**config.mk**
```make
export PLATFORM = sky130hd
export DESIGN_NAME = switch_request_arbiter
export DESIGN_NICKNAME = d
export VERILOG_FILES = /design/src/rtl/switch_arb_pkg.sv /design/src/rtl/rr_priority_pick.sv /design/src/rtl/switch_request_arbiter.sv
export SDC_FILE = /design/constraint.sdc
export NUM_CORES = 1
export LEC_CHECK = 0
export CAP_MARGIN = 20
export CELL_PAD_IN_SITES_DETAIL_PLACEMENT = 0
export CELL_PAD_IN_SITES_GLOBAL_PLACEMENT = 1
export CORE_MARGIN = 2
export CORE_UTILIZATION = 30
export DETAILED_ROUTE_END_ITERATION = 7
export PLACE_DENSITY = 0.6
export SYNTH_ARGS = -nofsm -noshare
export SYNTH_HDL_FRONTEND = slang
export SYNTH_HIERARCHICAL = 1
export SYNTH_SLANG_ARGS = --single-unit
```
**constraint.sdc**
```tcl
create_clock -name CLOCK_50_I -period 4.85 [get_ports CLOCK_50_I]
set_clock_uncertainty 0.1 [all_clocks]
set_input_delay 0.97 -clock CLOCK_50_I [delete_from_list [all_inputs] [get_ports CLOCK_50_I]]
set_output_delay 0.97 -clock CLOCK_50_I [all_outputs]
set_load 0.005 [all_outputs]
```
**src/rtl/switch_arb_pkg.sv**
```systemverilog
// Shared types and constants for the switch request arbiter.
// SWITCH_ARB_FIXED_PRIORITY_EN selects fixed priority (highest switch wins) instead of round-robin.
package switch_arb_pkg;

    localparam int         NUM_REQ_DEFAULT = 18;
    localparam int         CNT_W           = 26;
    localparam int         IDX_W           = 5;
    localparam logic [3:0] BLANK_DIGIT     = 4'hF;

    typedef enum logic [1:0] {
        S_IDLE,
        S_ARBITRATE,
        S_HOLD
    } arb_state_t;

    typedef struct packed {
        logic [3:0] tens;
        logic [3:0] ones;
    } bcd_pair_t;

    // Switch numbers never exceed 19, so the tens digit is only ever 0 or 1.
    function automatic bcd_pair_t to_bcd(input logic [IDX_W-1:0] num);
        bcd_pair_t digits;
        if (num >= 5'd10) begin
            digits.tens = 4'd1;
            digits.ones = 4'(num - 5'd10);
        end else begin
            digits.tens = 4'd0;
            digits.ones = num[3:0];
        end
        return digits;
    endfunction

endpackage

```
**src/rtl/rr_priority_pick.sv**
```systemverilog
// Combinational winner search over the request vector, starting at a rotating pointer.
// With SWITCH_ARB_FIXED_PRIORITY_EN defined the pointer is ignored and the highest set bit wins.
module rr_priority_pick
    import switch_arb_pkg::*;
#(
    parameter int NUM_REQ = NUM_REQ_DEFAULT
) (
    input  logic [NUM_REQ-1:0] req,
    input  logic [IDX_W-1:0]   start,
    output logic               found,
    output logic [IDX_W-1:0]   winner
);

`ifdef SWITCH_ARB_FIXED_PRIORITY_EN

    logic unused_start;
    assign unused_start = ^start;

    // Ascending scan; the last hit is the highest-index request.
    always_comb begin
        found  = 1'b0;
        winner = '0;
        for (int i = 0; i < NUM_REQ; i++) begin
            if (req[i]) begin
                found  = 1'b1;
                winner = IDX_W'(i);
            end
        end
    end

`else

    logic [2*NUM_REQ-1:0] dbl;
    logic [2*NUM_REQ-1:0] masked;

    // Upper copy is never masked, so requests below the pointer are reached after wrapping.
    assign dbl = {req, req};

    // NOTE: every output of a combinational block gets a default before any branch so no latch is inferred.
    always_comb begin
        masked = '0;
        found  = 1'b0;
        winner = '0;
        for (int i = 0; i < 2*NUM_REQ; i++) begin
            masked[i] = dbl[i] && (i >= int'(start));
        end
        // Descending scan; the last hit is the lowest masked position.
        for (int i = 2*NUM_REQ-1; i >= 0; i--) begin
            if (masked[i]) begin
                found  = 1'b1;
                winner = (i >= NUM_REQ) ? IDX_W'(i - NUM_REQ) : IDX_W'(i);
            end
        end
    end

`endif

endmodule

```
**src/rtl/switch_request_arbiter.sv**
```systemverilog
// Round-robin arbiter sharing the switch-number display among the toggle switches.
// SWITCH_ARB_FIXED_PRIORITY_EN (in rr_priority_pick) switches the winner search to fixed priority.
module switch_request_arbiter
    import switch_arb_pkg::*;
#(
    parameter int NUM_REQ     = NUM_REQ_DEFAULT,
    parameter int HOLD_CYCLES = 50000000
) (
    input  logic               CLOCK_50_I,
    input  logic               RESET_I,
    input  logic               enable_i,
    input  logic [NUM_REQ-1:0] req_i,
    output logic [NUM_REQ-1:0] grant_o,
    output logic               grant_valid_o,
    output logic [4:0]         grant_num_o,
    output logic [3:0]         bcd_tens_o,
    output logic [3:0]         bcd_ones_o,
    output logic               rotate_pulse_o
);

    localparam logic [CNT_W-1:0]   HOLD_LAST = CNT_W'(HOLD_CYCLES - 1);
    localparam logic [IDX_W-1:0]   LAST_IDX  = IDX_W'(NUM_REQ - 1);
    localparam logic [NUM_REQ-1:0] ONE_HOT_0 = NUM_REQ'(1);

    arb_state_t         state_q;
    arb_state_t         state_d;
    logic [IDX_W-1:0]   ptr_q;
    logic [IDX_W-1:0]   ptr_d;
    logic [CNT_W-1:0]   cnt_q;
    logic [CNT_W-1:0]   cnt_d;

    logic               pick_found;
    logic [IDX_W-1:0]   pick_idx;
    logic               hold_done;
    logic               load_grant;
    logic               clear_out;

    logic [NUM_REQ-1:0] grant_d;
    logic               valid_d;
    logic [4:0]         num_d;
    bcd_pair_t          bcd_d;
    logic               pulse_d;

    rr_priority_pick #(
        .NUM_REQ (NUM_REQ)
    ) u_pick (
        .req    (req_i),
        .start  (ptr_q),
        .found  (pick_found),
        .winner (pick_idx)
    );

    // Expiry and early release (granted request dropped) both end the hold.
    assign hold_done  = (cnt_q == HOLD_LAST) || ((grant_o & req_i) == '0);
    assign load_grant = enable_i && (state_q == S_ARBITRATE) && pick_found;
    assign clear_out  = (state_d == S_IDLE);

    // NOTE: sequential state uses non-blocking assignments so every register samples pre-edge values.
    always_ff @(posedge CLOCK_50_I) begin
        if (RESET_I) begin
            state_q        <= S_IDLE;
            ptr_q          <= '0;
            cnt_q          <= '0;
            grant_o        <= '0;
            grant_valid_o  <= 1'b0;
            grant_num_o    <= '0;
            bcd_tens_o     <= BLANK_DIGIT;
            bcd_ones_o     <= BLANK_DIGIT;
            rotate_pulse_o <= 1'b0;
        end else begin
            state_q        <= state_d;
            ptr_q          <= ptr_d;
            cnt_q          <= cnt_d;
            grant_o        <= grant_d;
            grant_valid_o  <= valid_d;
            grant_num_o    <= num_d;
            bcd_tens_o     <= bcd_d.tens;
            bcd_ones_o     <= bcd_d.ones;
            rotate_pulse_o <= pulse_d;
        end
    end

    always_comb begin
        state_d = state_q;
        if (!enable_i) begin
            state_d = S_IDLE;
        end else begin
            case (state_q)
                S_IDLE:      if (req_i != '0) state_d = S_ARBITRATE;
                S_ARBITRATE: state_d = pick_found ? S_HOLD : S_IDLE;
                S_HOLD:      if (hold_done) state_d = S_ARBITRATE;
                default:     state_d = S_IDLE;
            endcase
        end
    end

    // Next values for the pointer, hold counter and registered outputs.
    always_comb begin
        ptr_d   = ptr_q;
        cnt_d   = cnt_q;
        grant_d = grant_o;
        valid_d = grant_valid_o;
        num_d   = grant_num_o;
        bcd_d   = '{tens: bcd_tens_o, ones: bcd_ones_o};
        pulse_d = 1'b0;

        if (state_q == S_HOLD) begin
            cnt_d = cnt_q + 1'b1;
        end

        if (load_grant) begin
            ptr_d   = (pick_idx == LAST_IDX) ? '0 : pick_idx + 1'b1;
            cnt_d   = '0;
            grant_d = ONE_HOT_0 << pick_idx;
            valid_d = 1'b1;
            num_d   = pick_idx + 1'b1;
            bcd_d   = to_bcd(pick_idx + 1'b1);
            pulse_d = 1'b1;
        end else if (clear_out) begin
            grant_d = '0;
            valid_d = 1'b0;
            num_d   = '0;
            bcd_d   = '{tens: BLANK_DIGIT, ones: BLANK_DIGIT};
        end
    end

endmodule

```
# == After elaboration in Yosys (flattened, before gate mapping) ==
# Index checks and enable logic that the tools add are counted.
# totals
register_bits,66
out_inout_bits,33
wordCells,178
inputBits,21
# classes
n_reduce_logical,40
n_eq_ne,4
bitwise_logic,1
n_lt_le_gt_ge,32
add_sub_neg,3
n_mux,88
shift,1
# ops
cell,count
$mux 5,40
$ge 5x5->1 const A,15
$ge 4x5->1 const A,8
$mux 1,39
$mux 18,2
$logic_and 1x1->1,33
$add 26x1->26 const B,1
$eq 26x26->1 const B,1
$ge 3x5->1 const A,4
$and 18x18->18,1
$logic_not 18->1,1
$reduce_bool 18->1,1
$shl 1x5->18 const A,1
$mux 8,2
$ge 1x5->1 const A,2
$ge 2x5->1 const A,2
$mux 2,4
$pmux 2 s3,1
$add 5x1->5 const B,1
$eq 5x5->1 const B,1
$ge 5x4->1 const B,1
$logic_not 2->1,2
$sub 4x4->4 const B,1
$eq 2x1->1 const B,1
4 further kinds,4

# == Longest topological paths before layout ==
# depth
ltp_word,42
depth_mapped,17
ltp_nobuf,15

# == Cells and area by module ==
# Netlist, hierarchy kept.
# by_module_without_submodules
mod,area_each_um2,instances,cells_per_inst,seq_area_each_um2
switch_request_arbiter,2866.5,1,318,1281.2
rr_priority_pick,1018.5,1,171,0.0

# == Least setup slack after synthesis ==
# OpenSTA, ideal clock, no wires.
# synth_path
path_kind,in2reg
start,in req_i[13]
end,reg bcd_ones_o[2]
arrival_time_ps,3457
setup_slack_ps,1171
path_buffers,0
setup_ps,122
required_ps,4628
path_stages,14
path_cell_list,nor2b_1 -> o22a_1 -> o41ai_2 -> nand2_1 -> o311ai_1 -> a22oi_1 -> ha_1 -> ha_1 -> ha_1 -> nand2_1 -> a21o_1 -> nor2b_1 -> o32ai_1 -> nand2b_1
# synth_between
elab_cells_between_ends,82
classes_between,add/sub: 2; order compare: 1; mux: 71; bitwise: 1; reduce/logical: 7
# synth_lines
item,line_no,source
start: declaration,switch_request_arbiter.sv:12,"input logic [NUM_REQ-1:0] req_i,"
$mux 5 (18 in a row),rr_priority_pick.sv:49,if (masked[i]) begin
$mux 5 * (14 in a row),rr_priority_pick.sv:49,
net pick_idx[0],switch_request_arbiter.sv:33,logic [IDX_W-1:0] pick_idx;
$add 5x1->5 *,switch_request_arbiter.sv:117,bcd_d = to_bcd(pick_idx + 1'b1);
$sub 4x4->4 / $ge 5x4->1 (equally long branches),"switch_arb_pkg.sv:26, switch_arb_pkg.sv:24",
$mux 5 *,switch_arb_pkg.sv:24,if (num >= 5'd10) begin
$mux 8 *,switch_request_arbiter.sv:111,if (load_grant) begin
end signal: assignment,switch_request_arbiter.sv:78,bcd_ones_o <= bcd_d.ones;
end: declaration,switch_request_arbiter.sv:17,"output logic [3:0] bcd_ones_o,"
# Mark *: on every way through the listed nets, which the timed path passes. The rest lies on a longest branch.
# A chain may end at the register's enable or synchronous reset.

# == Worst setup path in the final report ==
# Same ends and word-level chain as after synthesis.

==> qor.csv <==
stage;metric;value;unit
run_status;outcome;complete, no violations;
cts;cts.sinks;64;
timing;min_period;4403;ps
floorplan;die_area;13880;um^2
global_routing;busiest_layer;met2;
cts;htreeDepth;3;
timing;finalSetupTns;0;ps
synthesis;ys_warn_count;6;
setup_path;crit_chain;clkdlybuf4s50_1 > nor2b_1 > o22a_1 > o41ai_2 > nand2_1 > o311ai_1 > a22oi_1 > ha_1 > ha_1 > ha_1 > nand2_1 > a21o_1 > nor2b_1 > o32ai_1 > nand2b_1;
route;drt-pass1-iter-count;5;
setup_path;path_buf_inv;1;
global_routing;use_met2;27.14;%
setup_path;r2r_start;ptr_q[1];
placement;dp_hpwl;9712;um
route;vias_per_cell;5.457;
setup_path;reg2reg_depth;14;
setup_path;cp-end-kind;flop;
cts;insertion_delay;330;ps
global_routing;overflow;0;
floorplan;io_pins;54;
worst_hold_path;hold_path.class;reg2reg;
synthesis;ys_async_sr_fraction;0;%
setup_path;crit_path_top_delay_cell;clkdlybuf4s50_1;
global_routing;grtUsageTotal;18.60;%
timing;slew_viol_final;0;
timing;setup_viol;0;
synthesis;syn_avg_cell_area;7.945;um^2
global_routing;antenna_found_initial;0;
power;vdd_drop_max;0.1519;mV
worst_hold_path;worstHoldStart;grant_num_o[1];
setup_path;cp-start-kind;primary input;
setup_path;reg2reg_to;bcd_ones_o[2];
route;drtIter0Drc;163;
setup_path;path_class;in2reg;
global_routing;grt_max_degree;29;
timing;hold_viol;0;
setup_path;path_max_fanout;9;
cts;post-cts-setup-buffers;0;
synthesis;synth-xor-area-share;5.862;%
floorplan;initial_utilization;30.79;%
cts;cts_tree;done;
timing;fmax;0.2271;GHz
power;p_leak;1.773;nW
cts;path_clk_slew;50;ps
synthesis;synth_ff_type;dfxtp_1;
power;p_per_area;270.7;nW/um^2
timing;hold_slack;364.7;ps
flow_run;drv_cap;0;
floorplan;dieHeight;117.8;um
setup_path;cp.required;4960;ps
cts;cts-buffers-inserted;9;
synthesis;syn-cell-area;3885;um^2
cells_and_area;drive_gt1_share;10.91;%
placement;place_ws;164.6;ps
cells_and_area;antennaDiodeCount;0;
cells_and_area;area_growth_syn_to_layout;28.60;%
synthesis;syn_nets;518;
synthesis;ys_types;69;
cts;cts_resized;0;
timing;rsz0062_at_grt;false;
cts;clockRootBuffer;clkbuf_16;
route;vias;3989;
global_routing;grt_pass1_vias;3744;
timing;setup_slack;446.9;ps
cts;hold_buffers;0;
route;post_drt_wl_per_cell;17.65;um
floorplan;fp.coreArea;12620;um^2
synthesis;synth_compound_area_share;25.48;%
cts;cts_buffer_depth;2;
global_routing;grt_pass1_wl;20670;um
cells_and_area;utilization;39.59;%
floorplan;fp-row-count;41;
synthesis;seq_area_frac_synth;32.98;%
synthesis;synthMuxAreaShare;0.2899;%
cells_and_area;mostFrequentLayoutCells;nor2_1 (66), dfxtp_1 (64), clkdlybuf4s50_1 (53), nand2_1 (42), o21ai_0 (25);
worst_hold_path;hold_depth;2;
synthesis;netlist_instances;489;
synthesis;synth_top_family_by_area;simple AND/OR/NAND/NOR gates;
cells_and_area;final_common_cell;nor2_1;
route;ant_nets;0;
global_routing;grtUsageMet3;3.634;%
floorplan;fp.dieW;117.8;um
setup_path;rrSetupSlack;820;ps
route;wirelength;12910;um
worst_hold_path;worst_hold_path.endpoint;grant_num_o[1];
placement;io_buffers;53;
timing;max_slew_margin;52.24;%
timing;tightest_slew;716.4;ps
setup_path;arrival;4510;ps
synthesis;synth_edf_count;0;
global_routing;grtUsageMet1;26.26;%
setup_path;critPathMostFrequentCell;ha_1;
synthesis;synth-simple-area-share;28.05;%
route;drc;0;
setup_path;max_stage_delay;580;ps
synthesis;ys_seq_elements;64;
cells_and_area;nNetsFinal;583;
synthesis;synthAdderAreaFrac;2.576;%
setup_path;crit_family;compound AO/OA/AOI/OAI gates;
placement;globalplace.congestion;0.9182;
timing;finalCritPeriodShare;90.79;%
## logic make-up after synthesis
| group | after synthesis |
|---|---|
| buffers and inverters | 42 |
| AOI/OAI and AO/OA | 137 |
| xor gates and xnor gates | 26 |
| DFF | 64 |
| adders and majority gates | 8 |
| and+or+nand+nor | 211 |
| muxes | 1 |
## stage by stage
step	instances	instance area, um^2	total power, mW
global placement	715	4697	0.7216
global route	731	4996	1.408
finish	731	4996	1.352
detailed placement	715	4697	0.7197
CTS	731	4996	1.365
floorplan	489	3885	0.6374
## where the power goes
part | leakage (nW) | switching [mW] | internal [mW]
combinational | 1.11 | 0.101 | 0.0709
sequential | 0.517 | 0.00709 | 0.531
clock | 0.145 | 0.232 | 0.410
## layout make-up
type,count,area [um^2]
Inverter,19,71.32
Clock buffer,11,242.7
Timing Repair Buffer,77,710.7
Sequential cell,64,1281
Tap cell,172,215.2
Fill cell,1364,7624
Clock inverter,5,56.30
Multi-Input combinational cell,383,2419
## tightest hold or removal path, cell delays in order, from the launching register on
cell	delay [ps]
dfxtp_1	320
nand2_1	50
o21ai_0	60
## synthesized netlist by cell type, types with 8 or more instances
cell | count | area (um^2)
nor2_1 | 66 | 247.7
nand2b_1 | 8 | 50.05
nand2_1 | 42 | 157.7
a22oi_1 | 14 | 105.1
a22o_1 | 10 | 87.58
buf_2 | 10 | 50.05
o21ai_0 | 25 | 125.1
xnor2_1 | 14 | 122.6
nand4_1 | 8 | 50.05
ha_1 | 8 | 100.1
inv_1 | 17 | 63.81
nor2b_1 | 15 | 93.84
nor3_1 | 8 | 40.04
xor2_1 | 12 | 105.1
dfxtp_1 | 64 | 1281
a21oi_1 | 19 | 95.09
nor4_1 | 8 | 50.05
nand3_1 | 21 | 105.1
## per-layer routing
metal  vias to the layer above  routed length [um]
met5                         -                   0
met4                         0                 363
met3                        25                 801
met2                       154                5666
met1                      1890                6073
li1                       1920                   -
## sequential cells by signal, summed over array words and instances, names as in the netlist
| signal | cells |
|---|---|
| bcd_ones_o | 4 |
| bcd_tens_o | 2 |
| cnt_q | 26 |
| grant_num_o | 5 |
| grant_o | 18 |
| grant_valid_o | 1 |
| ptr_q | 5 |
| rotate_pulse_o | 1 |
| state_q | 2 |
## how the worst max path moves through the flow
| stage | from | endpoint | slack [ps] | depth (start not counted) |
|---|---|---|---|---|
| after global placement | req_i[13] | bcd_ones_o[2] | 280 | 16 |
| after detailed placement | req_i[13] | bcd_ones_o[2] | 160 | 15 |
| after floorplan | req_i[13] | bcd_ones_o[2] | 1170 | 14 |
| after global routing | req_i[13] | bcd_ones_o[2] | 110 | 15 |
| final | req_i[13] | bcd_ones_o[2] | 450 | 15 |
| after CTS | req_i[13] | bcd_ones_o[2] | 490 | 15 |
Power figures use the tool's default switching activity.
